$ cat src/rtl/vga_timing_gen.sv
// Raster timing generator: pixel/line counters with registered coordinate, blank,
// sync, frame/vblank pulses and a completed-frame counter, all aligned to one position.
module vga_timing_gen #(
  parameter int H_ACTIVE = 640,
  parameter int H_FP     = 16,
  parameter int H_SYNC   = 96,
  parameter int H_BP     = 48,
  parameter int V_ACTIVE = 480,
  parameter int V_FP     = 10,
  parameter int V_SYNC   = 2,
  parameter int V_BP     = 33
) (
  input  logic        vga_clk,
  input  logic        reset_n,
  output logic [9:0]  DrawX,
  output logic [9:0]  DrawY,
  output logic        blank,
  output logic        hs,
  output logic        vs,
  output logic        frame_start,
  output logic        vblank_start,
  output logic [15:0] frame_count
);

  localparam int H_TOTAL = H_ACTIVE + H_FP + H_SYNC + H_BP;
  localparam int V_TOTAL = V_ACTIVE + V_FP + V_SYNC + V_BP;

  localparam logic [9:0]  H_LAST     = 10'(H_TOTAL - 1);
  localparam logic [9:0]  V_LAST     = 10'(V_TOTAL - 1);
  localparam logic [10:0] H_ACT_END  = 11'(H_ACTIVE);
  localparam logic [10:0] V_ACT_END  = 11'(V_ACTIVE);
  localparam logic [10:0] HS_BEGIN   = 11'(H_ACTIVE + H_FP);
  localparam logic [10:0] HS_END     = 11'(H_ACTIVE + H_FP + H_SYNC);
  localparam logic [10:0] VS_BEGIN   = 11'(V_ACTIVE + V_FP);
  localparam logic [10:0] VS_END     = 11'(V_ACTIVE + V_FP + V_SYNC);
  localparam logic [9:0]  VBLANK_ROW = 10'(V_ACTIVE);

  logic [9:0] hc;
  logic [9:0] vc;
  logic [9:0] hc_next;
  logic [9:0] vc_next;
  logic       active_next;
  logic       hsync_zone;
  logic       vsync_zone;
  logic       frame_start_next;
  logic       vblank_start_next;
  logic       frame_seen;

  // Decodes use the next counter values so the registered outputs describe the
  // same position that DrawX/DrawY show in that cycle.
  always_comb begin
    hc_next           = hc + 10'd1;
    vc_next           = vc;
    if (hc == H_LAST) begin
      hc_next = 10'd0;
      vc_next = (vc == V_LAST) ? 10'd0 : vc + 10'd1;
    end
    active_next       = ({1'b0, hc_next} < H_ACT_END) && ({1'b0, vc_next} < V_ACT_END);
    hsync_zone        = ({1'b0, hc_next} >= HS_BEGIN) && ({1'b0, hc_next} < HS_END);
    vsync_zone        = ({1'b0, vc_next} >= VS_BEGIN) && ({1'b0, vc_next} < VS_END);
    frame_start_next  = (hc_next == 10'd0) && (vc_next == 10'd0);
    vblank_start_next = (hc_next == 10'd0) && (vc_next == VBLANK_ROW);
  end

  // Counters sit at the last position during reset so the first edge wraps to (0,0).
  always_ff @(posedge vga_clk or negedge reset_n) begin
    if (!reset_n) begin
      hc           <= H_LAST;
      vc           <= V_LAST;
      DrawX        <= 10'd0;
      DrawY        <= 10'd0;
      blank        <= 1'b0;
      hs           <= 1'b1;
      vs           <= 1'b1;
      frame_start  <= 1'b0;
      vblank_start <= 1'b0;
    end else begin
      hc           <= hc_next;
      vc           <= vc_next;
      DrawX        <= hc_next;
      DrawY        <= vc_next;
      blank        <= active_next;
      hs           <= ~hsync_zone;
      vs           <= ~vsync_zone;
      frame_start  <= frame_start_next;
      vblank_start <= vblank_start_next;
    end
  end

  // The frame entered right after reset is not a completed frame, so skip its count.
  always_ff @(posedge vga_clk or negedge reset_n) begin
    if (!reset_n) begin
      frame_count <= 16'd0;
      frame_seen  <= 1'b0;
    end else if (frame_start_next) begin
      frame_seen <= 1'b1;
      if (frame_seen) begin
        frame_count <= frame_count + 16'd1;
      end
    end
  end

endmodule
$ cat config.mk
export PLATFORM = sky130hd
export DESIGN_NAME = vga_timing_gen
export DESIGN_NICKNAME = d
export VERILOG_FILES = /design/src/rtl/vga_timing_gen.sv
export SDC_FILE = /design/constraint.sdc
export NUM_CORES = 1
export LEC_CHECK = 0
export ABC_AREA = 0
export CORE_MARGIN = 1
export CORE_UTILIZATION = 49
export DETAILED_ROUTE_END_ITERATION = 10
export HOLD_SLACK_MARGIN = 0.12
export PLACE_DENSITY_LB_ADDON = 0.3
export SYNTH_ARGS = -nofsm -noshare
export SYNTH_HDL_FRONTEND = slang
export SYNTH_SLANG_ARGS = --single-unit
$ cat constraint.sdc
create_clock -name vga_clk -period 2.8 [get_ports vga_clk]
set_input_delay 0.28 -clock vga_clk [delete_from_list [all_inputs] [get_ports vga_clk]]
set_output_delay 0.28 -clock vga_clk [all_outputs]
set_load 0.01 [all_outputs]
* Yosys cells after proc, flatten, opt, wreduce, memory -nomap -nowiden
Index checks and enable logic that the tools add are counted.
Word-level totals: flip-flop bits (word level) 62, bits in latches 0, memory bits (writable) 0, memory bits (read-only) 0, input port bits 2, output and inout bits 41, logic and storage cells 36, memories kept 0
Cells by class: add/sub/neg operators 3, multiply operators 0, div/mod/pow operators 0, order comparisons 6, eq/ne operators 3, shift operators 0, muxes and demuxes 3, bitwise operators 2, reduce and logical (&&, ||, !) cells 8
Operator list (number):
- 10-bit two-way mux | 3
- 10-bit by 1-bit adder with 10-bit output, second input constant | 2
- 10-bit == test, second input constant | 2
- 10-bit zero test | 2
- 10-bit < comparator, second input constant | 2
- 10-bit by 9-bit < comparator with 1-bit output, second input constant | 2
- 16-bit by 1-bit adder with 16-bit output, second input constant | 1
- 10-bit by 9-bit == test with 1-bit output, second input constant | 1
- 10-bit >= comparator, second input constant | 1
- 10-bit by 9-bit >= comparator with 1-bit output, second input constant | 1
- 1-bit logical AND | 5
- 1-bit NOT | 2
- 2-bit AND reduction | 1

* Depth between registers and ports, before layout
word-level depth 6, mapped depth 10, depth with buffers taken out 9

* Least setup slack after synthesis
Ideal clock, no wire load.
path kind register -> register, from register hc[0], to register frame_count[6], setup time 79 ps, arrival 2947 ps, required time 2721 ps, setup slack -226 ps, stages on the path, launching flop included 11, buffers on the path 2, clock period less this slack 3026 ps, cell sequence dfstp_2 ha_1 buf_2 nand3_2 nor4_2 nor2_1 or3_1 or4_4 buf_6 nor4_4 xor2_1
Between the ends: cells in the longest elaborated chain, start to end 5, elaborated cells on any way between the ends 8, classes of those cells 1 x add/sub; 1 x eq/ne; 2 x mux; 4 x reduce/logical
Ends and longest elaborated chain:
- start, declared | line 38 | logic [9:0] hc;
- start signal, assigned | line 78 | hc <= hc_next;
- 10-bit by 1-bit adder with 10-bit output / 10-bit == test (equally long branches) | line 52, 54
- 10-bit two-way mux | line 54 | if (hc == H_LAST) begin
- 10-bit zero test | line 61 | frame_start_next = (hc_next == 10'd0) && (vc_next == 10'd0);
- 1-bit logical AND (*) | line 61
- 2-bit AND reduction (no line) (*)
- end signal, assigned | line 98 | frame_count <= frame_count + 16'd1;
- end, declared | line 22 | output logic [15:0] frame_count
Every way passes the cells marked *; elsewhere a longest branch is shown, timed or not. A chain may end at the register's enable or synchronous reset.

* Worst setup path after layout
from register vc[9], to register frame_count[9]
Between the ends: cells in the longest elaborated chain, start to end 6, elaborated cells on any way between the ends 7, classes of those cells 1 x add/sub; 1 x eq/ne; 2 x mux; 3 x reduce/logical
Ends and longest elaborated chain:
- start, declared | line 39 | logic [9:0] vc;
- start signal, assigned | line 79 | vc <= vc_next;
- 10-bit by 1-bit adder with 10-bit output / 10-bit == test (equally long branches) | line 56 | vc_next = (vc == V_LAST) ? 10'd0 : vc + 10'd1;
- 10-bit two-way mux | line 56
- 10-bit two-way mux (*) | line 54
- 10-bit zero test (*) | line 61
- 1-bit logical AND (*) | line 61
- 2-bit AND reduction (no line) (*)
Marks and branches as above.

==> results by group <==
Worst setup path
  – Reg2reg path depth: 7
  – Worst Setup End Kind: flop
  – Worst EP arrival: around 3 ns
  – Crit path launch type: flop
  – Critical path fanouts, max: 8
  – Crit path kind: reg -> reg
  – CP required: between 3 and 4 ns

Floorplan
  – Die area: around 6000 um^2
  – # rows: 27
  – Initial Util: 0.506
  – Core ar.: 5510 um^2
  – DIE HEIGHT: about 77 um
  – Die W: just under 80 um
  – Ports: 43

STA
  – Final WS setup: -0.0511 ns
  – F_max: about 350 MHz
  – Final hold vios: 0
  – Min cycle time layout: roughly 2.9 ns
  – Final Slew Violations: 0
  – Clock skew: 0.0154 ns
  – Relative slew slack: 0.281
  – Setup TNS: -0.360 ns
  – Fin crit share: 1.02
  – Slew @ Worst Pin: ~1.1 ns
  – Final Setup Violations: 10
  – RSZ-0062 raised after global routing: yes

CTS
  – Clock Sinks: 52
  – Clock Pin Slew Worst Setup and Hold Paths: around 0.10 ns
  – CTS tree: yes
  – Root Driver: clkbuf_8
  – Total CTS buffers: 5
  – CTS H-Tree Depth: 2
  – Post-cts hold buffer count: 0
  – Clock Path Buffers: 2
  – Worst-Skew Late Latency: approximately 0.31 ns

Layout
  – Final net count: 348
  – Antenna cell count: 0
  – Share of layout cells above drive strength 1: 0.278
  – Area Growth Syn to Fin: 34.4%

Synthesis
  – Sequential share of the synthesized area: 0.473
  – Synth cell count leaders: dfrtp_1, xor2_1, nand2_1
  – Syn. warnings: 0
  – Mapped cell area: 2790 um^2
  – Top-area cell type share of the netlist area: 0.359
  – Syn Inst Count: around 270
  – Cell taking the most area after synthesis: dfrtp_1
  – Synth top area cells: dfrtp_1, dfstp_2, xor2_1
  – Cell with the most instances after synthesis: dfrtp_1
  – Number of synthesized flops with an enable pin: 0
  – Yosys cell types: 56
  – Seq cells post-synth: between 50 and 60
  – Syn_area_per_cell: between 10 and 15 um^2
  – Ys flop type: dfrtp_1
  – Syn Nets: 280
  – FFs w/ async S/R, synth: 1.00

Routing
  – TritonRoute pass-1 iters: 4
  – Final ANT Viol Nets: 0
  – Routed WL: roughly 6.7 mm
  – Vias/cell: approximately 5.5
  – DRC: 0
  – Vias: around 2300
  – Drt initial violations: ~150
  – DR WL/cell: approximately 16 um

Status
  – Failing checks: setup timing
  – Outcome: complete, but fails checks

Power and ir drop
  – Power share of the sequential group: 0.615
  – Peak supply drop: between 0.2 and 0.3 mV
  – Sw frac: 0.218
  – Pwr dens: ~330 nW/um^2
  – Clock power frac: 0.372
  – Total Power: around 1.2 mW
  – LEAKAGE: 1.66 nW
  – NetSw: between 0.2 and 0.3 mW
  – Comb pwr share: 0.013
  – P_int: around 0.96 mW

Global routing
  – Vias in the first global route: between 2000 and 2500
  – Gr ovfl total: 0
  – Initial antenna violation count: 0
  – First-pass GRT wire length: roughly 11 mm
  – Largest net degree at the start of global routing: 50
  – Total Routing Usage GR: 0.232

Flow run
  – MaxCap Viol Count: 0

Placement
  – Hpwl dp: around 4.5 mm
  – GP Congestion: approximately 0.9
  – PortBufs: 42

Min path
  – Hold Crit Class: in -> async
layer usage:
layer / track usage / wire length, um / vias up
met3: 0.0424 / 229 / 8
li1: - / - / 1087
met4: 0.0849 / 99 / 0
met2: 0.373 / 3220 / 53
met5: 0 / 0 / -
met1: 0.314 / 3120 / 1110
path summary, 6_finish.rpt:
check / end / slack, ns / startpoint
min: DrawX[8] / 0.16 / reset_n
max: frame_count[9] / -0.05 / vc[9]
max reg2reg: frame_count[9] / -0.05 / vc[9]
min reg2reg: frame_count[8] / 0.48 / frame_count[8]
min in group vga_clk: frame_count[8] / 0.48 / frame_count[8]
max in group asynchronous: hc[2] / 1.88 / reset_n
timing repair:
item,in CTS,in global routing
pin swaps,8,14
endpoints found under the hold margin,0,0
cloned,0,0
setup buffers,4,3
setup endpoints to repair,14,17
gates resized for setup,12,16
layout make-up:
cell class | count | area [um^2]
Inverter | 13 | 48.8
Multi-Input combinational cell | 184 | 1440
Clock inverter | 2 | 13.8
Sequential cell | 52 | 1320
Tap cell | 72 | 90.1
Timing Repair Buffer | 85 | 749
Clock buffer | 6 | 82.6
Fill cell | 436 | 1760
cells in the final DEF (no fill, tap or decap), types with 3 or more instances in the layout:
cell type / Yosys / final
clkdlybuf4s50_1: 0 / 41
and4_1: 6 / 6
nand2_1: 20 / 20
nor3_1: 14 / 5
nor2_1: 12 / 12
dfstp_2: 12 / 12
dfrtp_1: 40 / 40
or3_1: 3 / 3
nor4_4: 2 / 3
xnor2_1: 10 / 10
nand2b_1: 3 / 3
and3_1: 6 / 6
nand3_1: 18 / 17
nor3_4: 0 / 10
buf_4: 10 / 40
buf_6: 1 / 3
o21ai_0: 10 / 9
nand4_1: 7 / 7
a21oi_1: 4 / 4
inv_1: 13 / 13
ha_1: 5 / 4
nor4_1: 7 / 7
xor2_1: 21 / 21
clkbuf_8: 0 / 6
power by group through the flow:
stage                      logic (mW)  clock network (mW)  registers [mW]
after floorplan           0.000000609                   0           0.766
after global placement         0.0166                   0           0.765
after global routing           0.0185               0.505           0.752
after detailed placement       0.0170                   0           0.765
after CTS                      0.0168               0.467           0.751
final                          0.0154               0.455           0.751
critical path, cell delays in order, from the launching register on:
cell      delay (ns)
dfstp_2         0.55
or4b_4          0.50
nor4_4          0.20
o221ai_2        0.13
or3_1           0.33
or4_4           0.66
nor3_4          0.25
xor2_1          0.16
per-stage QoR:
step | std cells | worst slack (ns) | area, um^2 | util | hold WS, ns
final | 414 | -0.0511 | 3740 | 0.680 | 0.164
after floorplan | 273 | -0.0571 | 2820 | - | -0.0156
after global placement | 399 | -0.00644 | 3450 | 0.626 | 0.475
after global routing | 414 | -0.179 | 3740 | 0.680 | 0.237
after CTS | 411 | -0.0289 | 3640 | 0.661 | 0.195
after detailed placement | 399 | -0.0889 | 3450 | 0.626 | 0.463
cell families after synthesis:
kind of cell,count (synthesis),synth area share
AOI/OAI and AO/OA,28,0.0665
muxes,3,0.0117
xor gates and xnor gates,31,0.0975
buffers and inverters,37,0.0678
adders and majority gates,5,0.0225
and+or+nand+nor,117,0.261
DFF,52,0.473
sequential cells by signal (all words and copies together), names as in the netlist:
register	cells
frame_count	16
hs	1
hc	10
vblank_start	1
frame_start	1
blank	1
DrawY	3
DrawX	7
vs	1
vc	10
frame_seen	1
Power figures use the tool's default switching activity.
